==> config.mk <==
export PLATFORM = sky130hd
export DESIGN_NAME = dm_arbiter
export DESIGN_NICKNAME = d
export VERILOG_FILES = /design/src/rtl/dm_arb_pkg.sv /design/src/rtl/dm_arbiter.sv
export SDC_FILE = /design/constraint.sdc
export NUM_CORES = 1
export LEC_CHECK = 0
export BUFFER_PORTS_ARGS = -buffer_cell sky130_fd_sc_hd__buf_2
export CAP_MARGIN = 15
export CELL_PAD_IN_SITES_DETAIL_PLACEMENT = 0
export CELL_PAD_IN_SITES_GLOBAL_PLACEMENT = 1
export CORE_AREA = 2 2 145 147
export DETAILED_ROUTE_END_ITERATION = 16
export DIE_AREA = 0 0 147 149
export PLACE_DENSITY = 0.66
export RECOVER_POWER = 50
export REMOVE_ABC_BUFFERS = 1
export SLEW_MARGIN = 20
export SYNTH_ARGS = -nofsm -noshare
export SYNTH_HDL_FRONTEND = slang
export SYNTH_SLANG_ARGS = --single-unit
export TNS_END_PERCENT = 10
==> constraint.sdc <==
create_clock -name clk -period 6.2 [get_ports clk]
set_input_delay 1.24 -clock clk [delete_from_list [all_inputs] [get_ports clk]]
set_output_delay 1.24 -clock clk [all_outputs]
set_load 0.02 [all_outputs]
==> src/rtl/dm_arb_pkg.sv <==
// Shared types and constants for the data-memory arbiter between the CPU MEM
// stage and the DMA/debug requester.
package dm_arb_pkg;

    typedef enum logic [0:0] {
        CPU_PRI  = 1'b0,
        DMA_LOCK = 1'b1
    } arb_state_t;

    localparam logic [31:0] DMA_PC_TAG  = 32'hFFFF_FFFF;
    localparam logic [3:0]  BYTEEN_NONE = 4'b0000;

endpackage

==> src/rtl/dm_arbiter.sv <==
// Two-requester arbiter for the single data-memory port: CPU has priority,
// a starvation counter and bounded locked bursts limit the DMA's wait.
module dm_arbiter
    import dm_arb_pkg::*;
#(
    parameter int MAX_WAIT  = 4,
    parameter int BURST_MAX = 8
) (
    input  logic        clk,
    input  logic        reset,
    input  logic        cpu_req,
    input  logic [31:0] cpu_addr,
    input  logic [31:0] cpu_wdata,
    input  logic [3:0]  cpu_byteen,
    input  logic [31:0] cpu_pc,
    output logic [31:0] cpu_rdata,
    output logic        cpu_stall,
    input  logic        dma_req,
    input  logic [31:0] dma_addr,
    input  logic [31:0] dma_wdata,
    input  logic [3:0]  dma_byteen,
    input  logic        dma_lock,
    output logic        dma_gnt,
    output logic [31:0] dma_rdata,
    output logic        dma_rvalid,
    output logic [31:0] m_data_addr,
    output logic [31:0] m_data_wdata,
    output logic [3:0]  m_data_byteen,
    input  logic [31:0] m_data_rdata,
    output logic [31:0] m_inst_addr
);

    localparam int WW = $clog2(MAX_WAIT + 1);
    localparam int BW = $clog2(BURST_MAX + 1);
    localparam logic [WW-1:0] MAX_WAIT_C = WW'(MAX_WAIT);
    localparam logic [WW-1:0] WAIT_ONE   = WW'(1);
    localparam logic [BW-1:0] BURST_LAST = BW'(BURST_MAX - 1);
    localparam logic [BW-1:0] BEAT_ONE   = BW'(1);

    arb_state_t    state_r;
    arb_state_t    state_s;
    logic [WW-1:0] wait_cnt_r;
    logic [WW-1:0] wait_cnt_s;
    logic [BW-1:0] beat_cnt_r;
    logic [BW-1:0] beat_cnt_s;
    logic [31:0]   dma_rdata_r;
    logic          dma_rvalid_r;
    logic          dma_rvalid_s;
    logic          cpu_gnt_s;
    logic          dma_gnt_s;

    // Grant decision; reset suppresses both grants so nothing reaches memory.
    always_comb begin
        cpu_gnt_s = 1'b0;
        dma_gnt_s = 1'b0;
        if (reset) begin
            cpu_gnt_s = 1'b0;
            dma_gnt_s = 1'b0;
        end else begin
            case (state_r)
                CPU_PRI: begin
                    if (cpu_req && (!dma_req || (wait_cnt_r < MAX_WAIT_C))) begin
                        cpu_gnt_s = 1'b1;
                    end else begin
                        dma_gnt_s = dma_req;
                    end
                end
                DMA_LOCK: begin
                    if (dma_req) begin
                        dma_gnt_s = 1'b1;
                    end else begin
                        cpu_gnt_s = cpu_req;
                    end
                end
                default: begin
                    cpu_gnt_s = cpu_req;
                end
            endcase
        end
    end

    // Next state, starvation counter and burst beat counter.
    always_comb begin
        state_s      = CPU_PRI;
        wait_cnt_s   = wait_cnt_r;
        beat_cnt_s   = '0;
        dma_rvalid_s = dma_gnt_s && (dma_byteen == BYTEEN_NONE);
        if (dma_gnt_s) begin
            wait_cnt_s = '0;
            // The final beat of a burst always hands the port back to the CPU.
            if (beat_cnt_r == BURST_LAST) begin
                state_s    = CPU_PRI;
                beat_cnt_s = '0;
            end else if (dma_lock) begin
                state_s    = DMA_LOCK;
                beat_cnt_s = beat_cnt_r + BEAT_ONE;
            end else begin
                state_s    = CPU_PRI;
                beat_cnt_s = '0;
            end
        end else begin
            state_s    = CPU_PRI;
            beat_cnt_s = '0;
            if (!dma_req) begin
                wait_cnt_s = '0;
            end else if (cpu_gnt_s) begin
                wait_cnt_s = wait_cnt_r + WAIT_ONE;
            end else begin
                wait_cnt_s = wait_cnt_r;
            end
        end
    end

    // State register plus the registered DMA read return path.
    always_ff @(posedge clk) begin
        if (reset) begin
            state_r      <= CPU_PRI;
            wait_cnt_r   <= '0;
            beat_cnt_r   <= '0;
            dma_rvalid_r <= 1'b0;
            dma_rdata_r  <= 32'h0000_0000;
        end else begin
            state_r      <= state_s;
            wait_cnt_r   <= wait_cnt_s;
            beat_cnt_r   <= beat_cnt_s;
            dma_rvalid_r <= dma_rvalid_s;
            dma_rdata_r  <= dma_rvalid_s ? m_data_rdata : dma_rdata_r;
        end
    end

    // Memory port mux and pipeline-facing outputs.
    always_comb begin
        m_data_addr   = cpu_addr;
        m_data_wdata  = 32'h0000_0000;
        m_data_byteen = BYTEEN_NONE;
        m_inst_addr   = cpu_pc;
        if (cpu_gnt_s) begin
            m_data_addr   = cpu_addr;
            m_data_wdata  = cpu_wdata;
            m_data_byteen = cpu_byteen;
            m_inst_addr   = cpu_pc;
        end else if (dma_gnt_s) begin
            m_data_addr   = dma_addr;
            m_data_wdata  = dma_wdata;
            m_data_byteen = dma_byteen;
            m_inst_addr   = DMA_PC_TAG;
        end else begin
            m_data_addr   = cpu_addr;
            m_data_wdata  = 32'h0000_0000;
            m_data_byteen = BYTEEN_NONE;
            m_inst_addr   = cpu_pc;
        end
    end

    assign cpu_rdata  = m_data_rdata;
    assign cpu_stall  = cpu_req & ~cpu_gnt_s & ~reset;
    assign dma_gnt    = dma_gnt_s;
    assign dma_rdata  = dma_rdata_r;
    assign dma_rvalid = dma_rvalid_r;

endmodule
==> metrics.txt <==
Worst Hold Path EP=wait_cnt_r[0]; largest cells by area after synthesis=dfxtp_1 28%, mux2_2 14%, a22o_1 11%; number of routed nets with antenna violations=0; final hold vios=0; Synth Warn #=0; final cell count without fillers=913; startpoint types=input pin; Max Cap Violations=1; cell taking the most area after synthesis=dfxtp_1; RSZ-0062 raised after global routing=false; leakage=between 2 and 2.5 nW; H-tree depth=2; sequential fraction of the synthesis area=between 20% and 30%; Die H=roughly 150 µm; crit path cell chain=clkbuf_1, nor2b_1, nor2b_4, buf_12, mux2_2, buf_2; first-pass GRT wire length=roughly 18000 µm; worst-skew pair later-pin latency=roughly 280 ps; Remaining Overflow, GRT=0; post-synthesis cell area=0.00291 mm²; Hold Startpoint=wait_cnt_r[0]; reg2reg start=state_r; Req. time, crit path=slightly below 5000 ps; actual slew at the worst max-slew pin=2280 ps; worst stage delay on the critical path=~700 ps; post-CTS sizing=0; CTS Hold Buffers Added=0; CTS Buf Count=5; Pwr Total=slightly below 0.8 mW; TNS Setup=0 ps; Synth top area share=approximately 28%; DR vias=around 3400; Worst R2R Path Depth=4; Chip Width=147 µm; die area=0.0219 mm²; Yosys reg bits=41; fin. max-slew vios=34; via density per instance=about 3.7; Worst Path Buf+Inv=3; initial antenna violation count=3; 1st-iter DRT viols=65; Rows=53; Synth cell types=27; Util after Layout=23.8%; setup slack, reg-to-reg=3290 ps; Fmax=between 0.2 and 0.25 GHz; WP data arrival=approximately 3100 ps; fin crit period=about 4400 ps; Final #Nets=between 800 and 900; Syn-to-layout area delta=68.3%; Root Buffer=clkbuf_16; Routed WL=between 10000 and 15000 µm; drt first pass iters=4; Finish-stage setup viols=0; Setup CP Type=input pin to output pin; Hold Crit Depth=1; number of port buffers=approximately 370; DRC=0; vias in the first global route=3129; worst-path maximum fanout=34; Setup Fix Bufs, Post-CTS=0; I/O pins=roughly 370; GP Congestion=around 0.75; Max VDD drop=~0.000087 V; HPWL after detailed placement=around 12000 µm; WHS=424 ps; slew margin rel.=-51.8%; CTS tree=built; total track usage=approximately 11%; Hold/Removal Path Class=flop to flop; final clock skew=between 5 and 6 ps; fraction of final layout cells sized beyond drive strength 1=between 60% and 70%; Post-synth EDFFs=0; core area=0.0206 mm²; initial core utilization=~14%; failing checks=capacitance limit, slew limit; CTS clk-pin slew, worst paths=60 ps; Cells after Synth=roughly 310; period utilization=roughly 70%; kind of cell adding the most delay to the critical path=simple AND/OR/NAND/NOR gates; share of synthesized registers carrying an async set or reset=0%; CP max-delay cell=nor2b_4; outcome=finished with violations; pin count of the biggest net entering global routing=53; # placed instances=about 900; Avg Inst Size Synth=about 9.5 µm²; power density over the cells=~160 mW/mm²; largest buffer count on any clock path=2; WL/cell=15.1 µm; most common flop cell mapped by yosys=dfxtp_1; clk sink count=41; FF-to-FF End=dma_rdata[20]; Setup crit end kind=output pin
[routing by layer]
| metal | vias up | global-route usage, % | part of all wire [%] | wire (µm) |
|---|---|---|---|---|
| li1 | 1689 | - | - | - |
| met1 | 1514 | 14.0 | 43 | 5850 |
| met2 | 169 | 18.1 | 47 | 6460 |
| met3 | 18 | 2.48 | 7.3 | 1010 |
| met4 | 0 | 4.76 | 3.2 | 446 |
| met5 | - | 0 | 0 | 0 |
[power breakdown]
group / internal, mW / total [mW] / switching (mW) / leakage, nW
clock network: 0.148 / 0.246 / 0.0983 / 0.0706
logic: 0.124 / 0.280 / 0.156 / 2.03
registers: 0.265 / 0.267 / 0.00106 / 0.331
total: 0.537 / 0.792 / 0.255 / 2.43
[cell usage in the layout (no fill, tap or decap), drive strengths merged]
| cell type | Yosys | routed |
|---|---|---|
| nand3b | 1 | 1 |
| xor2 | 1 | 1 |
| and4 | 1 | 1 |
| ha | 2 | 2 |
| or4 | 1 | 1 |
| mux2 | 45 | 45 |
| dfxtp | 41 | 41 |
| a22o | 36 | 36 |
| and4b | 2 | 2 |
| diode | 0 | 2 |
| nor3b | 3 | 3 |
| o21ai | 1 | 1 |
| and3b | 1 | 1 |
| nand3 | 1 | 1 |
| nor2b | 15 | 15 |
| or2 | 32 | 32 |
| nand2b | 40 | 40 |
| clkbuf | 14 | 73 |
| and2 | 2 | 2 |
| clkinv | 0 | 2 |
| and3 | 3 | 3 |
| nor2 | 2 | 2 |
| buf | 43 | 311 |
| mux2i | 20 | 20 |
[synth_stat cells (2+ instances only)]
cell	number
a22o_1	36
and2_1	2
and3_1	3
and4b_1	2
buf_1	2
buf_2	6
buf_4	34
clkbuf_1	14
dfxtp_1	41
ha_1	2
mux2_1	9
mux2_2	36
mux2i_1	20
nand2b_1	40
nor2_1	2
nor2b_1	15
nor3b_1	2
or2_2	32
[how the worst max path moves through the flow]
stage	start	end	slack, ps	depth (start not counted)
2_1_floorplan	cpu_req	m_data_addr[0]	-790	3
3_3_place_gp	dma_req	m_data_wdata[4]	1810	6
3_5_place_dp	reset	m_data_addr[2]	1860	6
4_1_cts	reset	m_data_addr[2]	1860	6
5_1_grt	reset	m_data_addr[2]	1740	6
6_report	reset	m_data_addr[2]	1840	6
[cell families (layout without fill, tap and decap cells)]
kind of cell | count (synthesis) | count (layout) | share of synthesized area, %
XOR/XNOR | 1 | 1 | 0.301
buffers and inverters | 57 | 386 | 12.2
AND/OR/NAND/NOR | 104 | 104 | 23.2
flip-flops | 41 | 41 | 28.2
other | 0 | 2 | 0
multiplexers | 65 | 65 | 24.3
AO/OA/AOI/OAI | 37 | 37 | 11.0
adder cells (fa/ha/maj) | 2 | 2 | 0.859
[state kept, by name, indices dropped and copies added, names as in the netlist]
name and count:
dma_rdata 32, beat_cnt_r 4, dma_rvalid 1, wait_cnt_r 3
state_r 1
[area by class of cell]
type	count	area [µm²]
Fill cell	2336	15700
Timing Repair Buffer	378	1850
Multi-Input combinational cell	209	1740
Sequential cell	41	821
Tap cell	275	344
Clock buffer	6	129
Clock inverter	2	10.0
Antenna cell	2	5.00
[stage by stage]
step / instance area (µm²) / setup WS [ps]
after floorplan: 2560 / -788
after global routing: 4900 / 1740
after global placement: 4840 / 1810
after CTS: 4980 / 1860
after detailed placement: 4840 / 1860
final: 4900 / 1840
No activity file was read; power rests on OpenSTA's default activity.
